[src/rtl/uart_pkg.sv]
// Shared UART definitions: FSM state encoding and line-level constants,
// used by both the transmitter and the receiver.
package uart_pkg;

    typedef enum logic [2:0] {
        IDLE   = 3'd0,
        START  = 3'd1,
        DATA   = 3'd2,
        PARITY = 3'd3,
        STOP   = 3'd4
    } uart_state_t;

    localparam logic PARITY_EVEN = 1'b0;
    localparam logic PARITY_ODD  = 1'b1;
    localparam logic LINE_IDLE   = 1'b1;
    localparam logic START_BIT   = 1'b0;
    localparam logic STOP_BIT    = 1'b1;

endpackage

[src/rtl/uart_bit_timer.sv]
// Bit-period timer: counts 0..P-1 and strobes bit_done on the last cycle of
// each bit. A prescale of 0 is treated as 1. Held at zero while clear is high.
module uart_bit_timer #(
    parameter int PRESCALE_WIDTH = 6
) (
    input  logic                      clk,
    input  logic                      reset_n,
    input  logic                      clear,
    input  logic [PRESCALE_WIDTH-1:0] prescale,
    output logic                      bit_done
);

    logic [PRESCALE_WIDTH-1:0] count_reg;
    logic [PRESCALE_WIDTH-1:0] last_count;

    assign last_count = (prescale == '0) ? '0 : prescale - PRESCALE_WIDTH'(1);
    assign bit_done   = !clear && (count_reg == last_count);

    always_ff @(posedge clk or negedge reset_n) begin
        if (!reset_n) begin
            count_reg <= '0;
        end else if (clear || bit_done) begin
            count_reg <= '0;
        end else begin
            count_reg <= count_reg + PRESCALE_WIDTH'(1);
        end
    end

endmodule

[src/rtl/uart_transmitter.sv]
// UART transmit stage: start bit, LSB-first data, optional parity, stop bit.
// Build option UART_TX_TWO_STOP_EN selects two stop bits instead of one.
module uart_transmitter
    import uart_pkg::*;
#(
    parameter int DATA_WIDTH     = 8,
    parameter int PRESCALE_WIDTH = 6
) (
    input  logic                      clk,
    input  logic                      reset_n,
    input  logic                      parallel_data_valid,
    input  logic [DATA_WIDTH-1:0]     parallel_data,
    input  logic                      parity_en,
    input  logic                      parity_type,
    input  logic [PRESCALE_WIDTH-1:0] prescale,
    output logic                      serial_data,
    output logic                      busy
);

    localparam int IDX_W = (DATA_WIDTH > 1) ? $clog2(DATA_WIDTH) : 1;
    localparam logic [IDX_W-1:0] LAST_IDX = IDX_W'(DATA_WIDTH - 1);

    uart_state_t               state_reg;
    logic [DATA_WIDTH-1:0]     shift_reg;
    logic [DATA_WIDTH-1:0]     shift_next;
    logic [IDX_W-1:0]          bit_idx_reg;
    logic                      parity_bit_reg;
    logic                      parity_en_reg;
    logic [PRESCALE_WIDTH-1:0] prescale_reg;
    logic                      serial_reg;
    logic                      busy_reg;
    logic                      timer_clear;
    logic                      bit_done;
`ifdef UART_TX_TWO_STOP_EN
    logic                      stop_idx_reg;
`endif

    assign serial_data = serial_reg;
    assign busy        = busy_reg;
    assign shift_next  = shift_reg >> 1;

    // Timer sits at zero through IDLE so the start bit gets a full period
    assign timer_clear = (state_reg == IDLE);

    uart_bit_timer #(
        .PRESCALE_WIDTH(PRESCALE_WIDTH)
    ) u_bit_timer (
        .clk     (clk),
        .reset_n (reset_n),
        .clear   (timer_clear),
        .prescale(prescale_reg),
        .bit_done(bit_done)
    );

    always_ff @(posedge clk or negedge reset_n) begin
        if (!reset_n) begin
            state_reg      <= IDLE;
            shift_reg      <= '0;
            bit_idx_reg    <= '0;
            parity_bit_reg <= 1'b0;
            parity_en_reg  <= 1'b0;
            prescale_reg   <= PRESCALE_WIDTH'(1);
            serial_reg     <= LINE_IDLE;
            busy_reg       <= 1'b0;
`ifdef UART_TX_TWO_STOP_EN
            stop_idx_reg   <= 1'b0;
`endif
        end else begin
            case (state_reg)
                IDLE: begin
                    serial_reg <= LINE_IDLE;
                    busy_reg   <= 1'b0;
                    if (parallel_data_valid) begin
                        shift_reg      <= parallel_data;
                        parity_bit_reg <= (^parallel_data) ^ (parity_type == PARITY_ODD);
                        parity_en_reg  <= parity_en;
                        prescale_reg   <= (prescale == '0) ? PRESCALE_WIDTH'(1) : prescale;
                        bit_idx_reg    <= '0;
`ifdef UART_TX_TWO_STOP_EN
                        stop_idx_reg   <= 1'b0;
`endif
                        serial_reg     <= START_BIT;
                        busy_reg       <= 1'b1;
                        state_reg      <= START;
                    end
                end
                START: begin
                    if (bit_done) begin
                        serial_reg <= shift_reg[0];
                        state_reg  <= DATA;
                    end
                end
                DATA: begin
                    if (bit_done) begin
                        if (bit_idx_reg == LAST_IDX) begin
                            if (parity_en_reg) begin
                                serial_reg <= parity_bit_reg;
                                state_reg  <= PARITY;
                            end else begin
                                serial_reg <= STOP_BIT;
                                state_reg  <= STOP;
                            end
                        end else begin
                            shift_reg   <= shift_next;
                            serial_reg  <= shift_next[0];
                            bit_idx_reg <= bit_idx_reg + IDX_W'(1);
                        end
                    end
                end
                PARITY: begin
                    if (bit_done) begin
                        serial_reg <= STOP_BIT;
                        state_reg  <= STOP;
                    end
                end
                STOP: begin
                    if (bit_done) begin
`ifdef UART_TX_TWO_STOP_EN
                        if (!stop_idx_reg) begin
                            stop_idx_reg <= 1'b1;
                        end else begin
                            stop_idx_reg <= 1'b0;
                            serial_reg   <= LINE_IDLE;
                            busy_reg     <= 1'b0;
                            state_reg    <= IDLE;
                        end
`else
                        serial_reg <= LINE_IDLE;
                        busy_reg   <= 1'b0;
                        state_reg  <= IDLE;
`endif
                    end
                end
                default: begin
                    serial_reg <= LINE_IDLE;
                    busy_reg   <= 1'b0;
                    state_reg  <= IDLE;
                end
            endcase
        end
    end

endmodule
[config.mk]
export PLATFORM = sky130hd
export DESIGN_NAME = uart_transmitter
export DESIGN_NICKNAME = d
export VERILOG_FILES = /design/src/rtl/uart_pkg.sv /design/src/rtl/uart_bit_timer.sv /design/src/rtl/uart_transmitter.sv
export SDC_FILE = /design/constraint.sdc
export NUM_CORES = 1
export LEC_CHECK = 0
export CORE_MARGIN = 5
export CORE_UTILIZATION = 38
export CTS_BUF_LIST = sky130_fd_sc_hd__clkbuf_4
export DETAILED_ROUTE_END_ITERATION = 16
export PLACE_DENSITY = 0.69
export REMOVE_ABC_BUFFERS = 1
export SYNTH_ARGS = -nofsm -noshare
export SYNTH_HDL_FRONTEND = slang
export SYNTH_SLANG_ARGS = --single-unit
[constraint.sdc]
create_clock -name clk -period 3.2 [get_ports clk]
set_input_delay 0.32 -clock clk [delete_from_list [all_inputs] [get_ports clk]]
set_output_delay 0.32 -clock clk [all_outputs]
set_load 0.005 [all_outputs]
==> impl_metrics.xml <==
<?xml version="1.0" encoding="UTF-8"?>
<metrics>
  <group name="status">
    <metric name="run_status" unit="">completed</metric>
  </group>
  <group name="worst_setup_path">
    <metric name="arrival" unit="ps">2940</metric>
    <metric name="cp-end-kind" unit="">flip-flop</metric>
    <metric name="critical_path.max_fanout" unit="">19</metric>
    <metric name="r2r-start" unit="">prescale_reg[0]</metric>
    <metric name="worst_setup_path_startpoint" unit="">prescale_reg[0]</metric>
    <metric name="worstSetupStartpointType" unit="">flip-flop</metric>
    <metric name="worst_setup_path_category" unit="">flip-flop to flip-flop</metric>
    <metric name="critical_path_required" unit="ps">3400</metric>
  </group>
  <group name="route">
    <metric name="drt_iter0_drc" unit="">88</metric>
    <metric name="drtAntennaViolNets" unit="">0</metric>
    <metric name="remaining_drc_errors" unit="">0</metric>
    <metric name="detailroute.via_count" unit="">1616</metric>
    <metric name="drtPass1Iterations" unit="">4</metric>
    <metric name="route.final.wire_length" unit="mm">4.28</metric>
    <metric name="wire_per_inst" unit="um">14.7</metric>
    <metric name="drt-vias-per-instance" unit="">5.55</metric>
  </group>
  <group name="yosys">
    <metric name="leading_post_synthesis_cells_by_cell_area" unit="">sky130_fd_sc_hd__dfrtp_1 (37%), sky130_fd_sc_hd__xnor2_1 (5.1%), sky130_fd_sc_hd__nand2_1 (3.6%), sky130_fd_sc_hd__a21oi_1 (3.2%), sky130_fd_sc_hd__dfstp_2 (2.8%)</metric>
    <metric name="post_synth_instance_area" unit="um2">1880</metric>
    <metric name="ys_async_sr_fraction" unit="%">100</metric>
    <metric name="complex_gate_fraction_of_the_synthesized_area" unit="%">20.6</metric>
    <metric name="netlist_top_cells_count" unit="">sky130_fd_sc_hd__dfrtp_1 (28), sky130_fd_sc_hd__nand2_1 (18), sky130_fd_sc_hd__a21oi_1 (12)</metric>
    <metric name="synth_top_family_by_area" unit="">simple AND/OR/NAND/NOR gates</metric>
    <metric name="post_synth_and_or_nand_nor_area_fraction" unit="%">23.5</metric>
    <metric name="post_synth_inst_count" unit="">201</metric>
    <metric name="synth_sequential_area_ratio" unit="%">40.0</metric>
    <metric name="synth-edff-count" unit="">0</metric>
    <metric name="dominantRegCellSynth" unit="">sky130_fd_sc_hd__dfrtp_1</metric>
    <metric name="yosys.area_share.xor_xnor" unit="%">6.97</metric>
    <metric name="synth_top_area_cell" unit="">sky130_fd_sc_hd__dfrtp_1</metric>
    <metric name="synth-warning-count" unit="">0</metric>
    <metric name="synth_cell_type_count" unit="">49</metric>
    <metric name="synthDominantCellAreaShare" unit="%">37.2</metric>
    <metric name="synthMostInstantiatedCell" unit="">sky130_fd_sc_hd__dfrtp_1</metric>
    <metric name="ys_seq_elements" unit="">30</metric>
    <metric name="synth_area_per_cell" unit="um2">9.37</metric>
    <metric name="synth_mux_area_share" unit="%">2.92</metric>
    <metric name="yosys.area_share.adder" unit="%">2.66</metric>
  </group>
  <group name="floorplanning">
    <metric name="core_region_area" unit="um2">4750</metric>
    <metric name="num_io_pins" unit="">21</metric>
    <metric name="die_area" unit="um2">6470</metric>
    <metric name="die-width" unit="um">80.4</metric>
    <metric name="dieHeight" unit="um">80.4</metric>
    <metric name="num_rows" unit="">25</metric>
    <metric name="effective_utilization_at_floorplan" unit="%">39.6</metric>
  </group>
  <group name="clocking">
    <metric name="clock_tree.root_cell" unit="">sky130_fd_sc_hd__clkbuf_4</metric>
    <metric name="clk_pin_slew_worst_paths" unit="ps">90</metric>
    <metric name="tritoncts_num_sinks" unit="">30</metric>
    <metric name="clock_tree.buffer_depth" unit="">2</metric>
    <metric name="clock_latency" unit="ps">330</metric>
    <metric name="cts_post_setup_buffers_inserted" unit="">0</metric>
    <metric name="cts_repair_resize_count" unit="">0</metric>
    <metric name="cts.htree.levels" unit="">2</metric>
    <metric name="tritoncts.num_buffers" unit="">5</metric>
    <metric name="tritoncts" unit="">done</metric>
    <metric name="cts-hold-fix-buffers" unit="">0</metric>
  </group>
  <group name="placed_design">
    <metric name="place_area" unit="um2">2160</metric>
    <metric name="buffer_ports.inserted" unit="">20</metric>
    <metric name="place_hpwl" unit="mm">3.10</metric>
    <metric name="routabilityCongestion" unit="">0.862</metric>
  </group>
  <group name="power">
    <metric name="cellInternalPower" unit="mW">1.04</metric>
    <metric name="netSwitchingPower" unit="uW">806</metric>
    <metric name="cellPowerDensity" unit="nW/um2">837</metric>
    <metric name="clockPowerShare" unit="%">12.1</metric>
    <metric name="total_leakage_power" unit="nW">0.871</metric>
    <metric name="share_seq_of_total_power" unit="%">41.1</metric>
    <metric name="switching_power_as_a_share_of_total_power" unit="%">43.6</metric>
    <metric name="comb_power_share" unit="%">46.8</metric>
    <metric name="vdd.ir_drop.worst" unit="uV">300</metric>
  </group>
  <group name="global_routing">
    <metric name="grtUsageMet2" unit="%">23.1</metric>
    <metric name="grt_first_pass_wirelength" unit="mm">7.40</metric>
    <metric name="first_global_vias" unit="">1565</metric>
    <metric name="busiest_layer" unit="">met2</metric>
    <metric name="gr-usage-met1" unit="%">19.5</metric>
    <metric name="grt_max_degree" unit="">31</metric>
    <metric name="antenna_found_initial" unit="">0</metric>
    <metric name="grt_usage" unit="%">14.6</metric>
    <metric name="globalRoute.totalOverflow" unit="">0</metric>
    <metric name="met3_usage" unit="%">3.36</metric>
  </group>
  <group name="layout">
    <metric name="areaGrowthSynthToFinish" unit="%">17.3</metric>
    <metric name="antenna-diode-count" unit="">0</metric>
    <metric name="share_of_post_route_cells_with_drive_strength_above_1" unit="%">12.1</metric>
    <metric name="final_cell_area" unit="um2">2210</metric>
    <metric name="final_net_count" unit="">246</metric>
    <metric name="largest_register_ffs" unit="">8</metric>
  </group>
  <group name="sta">
    <metric name="worst_slew_pin_slew" unit="ps">1060</metric>
    <metric name="timing_hold_violations_final" unit="">0</metric>
    <metric name="fin_worst_skew" unit="ps">1.22</metric>
    <metric name="fin_tns_setup" unit="ps">0</metric>
    <metric name="rsz0062_at_grt" unit="">false</metric>
    <metric name="slew_headroom" unit="%">29.2</metric>
    <metric name="clock.fmax" unit="MHz">364</metric>
    <metric name="final_period_minus_worst_setup_slack" unit="ps">2750</metric>
    <metric name="fin_crit_share" unit="%">85.8</metric>
    <metric name="finalSetupViolCount" unit="">0</metric>
    <metric name="final_max_slew_viol_count" unit="">0</metric>
  </group>
  <group name="min_path">
    <metric name="worst_hold_path_type" unit="">primary input to asynchronous set/reset pin</metric>
  </group>
  <group name="job">
    <metric name="maxCapViolCount" unit="">0</metric>
  </group>
</metrics>
==> cell type report <==
type                       count  area [um2]
tap                           67        83.8
multi-input combinational    155        1070
inverter                       8        30.0
clock inverter                 2        8.76
timing repair buffer          23         223
clock buffer                   6        45.0
sequential                    30         753
fill                         480        2540
==> cells in the final DEF, fill, tap and decap left out, types with 7 or more instances in the layout <==
master,synthesis,final
sky130_fd_sc_hd__nand2_1,18,18
sky130_fd_sc_hd__clkdlybuf4s50_1,0,20
sky130_fd_sc_hd__a21oi_1,12,12
sky130_fd_sc_hd__o211ai_1,7,7
sky130_fd_sc_hd__xnor2_1,11,11
sky130_fd_sc_hd__dfrtp_1,28,28
sky130_fd_sc_hd__nor2_1,11,11
sky130_fd_sc_hd__or4_1,7,7
sky130_fd_sc_hd__o21ai_0,8,8
sky130_fd_sc_hd__inv_1,8,8
sky130_fd_sc_hd__and3_1,8,8
sky130_fd_sc_hd__nor3_1,9,9
==> power groups by stage <==
stage / clock, mW / sequential, mW / combinational, mW
6_report: 0.224 / 0.760 / 0.866
5_1_grt: 0.245 / 0.789 / 0.975
4_1_cts: 0.230 / 0.757 / 0.868
3_5_place_dp: 0 / 0.762 / 0.867
3_3_place_gp: 0 / 0.761 / 0.844
2_1_floorplan: 0 / 0.708 / 0.656
==> logic make-up after synthesis <==
| group | count (synthesis) |
|---|---|
| mux | 5 |
| buf+inv | 16 |
| fa+ha+maj | 4 |
| simple gates | 78 |
| xor+xnor | 15 |
| flops | 30 |
| compound gates | 53 |
==> metrics by stage <==
stage | std cells | util (%) | setup WS, ps | total power, mW | hold slack [ps]
6_report | 291 | 46.5 | 453 | 1.85 | 380
5_1_grt | 291 | 46.5 | 240 | 2.01 | 411
4_1_cts | 291 | 46.5 | 452 | 1.85 | 383
3_5_place_dp | 283 | 45.4 | 466 | 1.63 | 483
3_3_place_gp | 283 | 45.4 | 518 | 1.60 | 464
2_1_floorplan | 193 | - | 655 | 1.36 | 24.4
==> routing by layer <==
layer | up-vias | wire length [um]
met5 | - | 0
met4 | 0 | 65
met3 | 7 | 155
met1 | 765 | 2050
li1 | 799 | -
met2 | 45 | 2010
==> critical path, cell delays in order, from the launching register on <==
cell,delay (ps)
sky130_fd_sc_hd__dfstp_2,580
sky130_fd_sc_hd__inv_1,60
sky130_fd_sc_hd__ha_1,270
sky130_fd_sc_hd__xnor2_1,170
sky130_fd_sc_hd__o21ai_0,230
sky130_fd_sc_hd__o2111ai_2,180
sky130_fd_sc_hd__a2111o_1,510
sky130_fd_sc_hd__nor2_4,440
sky130_fd_sc_hd__o211ai_1,170
==> worst paths after layout <==
check                                  end  slack, ps  cells after the start
setup reg to reg              shift_reg[4]        450                      8
min in group clk            bit_idx_reg[0]        500                      1
hold reg to reg             bit_idx_reg[0]        500                      1
max in group asynchronous  prescale_reg[0]       2510                      2
setup / recovery              shift_reg[4]        450                      8
hold / removal             prescale_reg[2]        380                      2
Power figures use the tool's default switching activity.
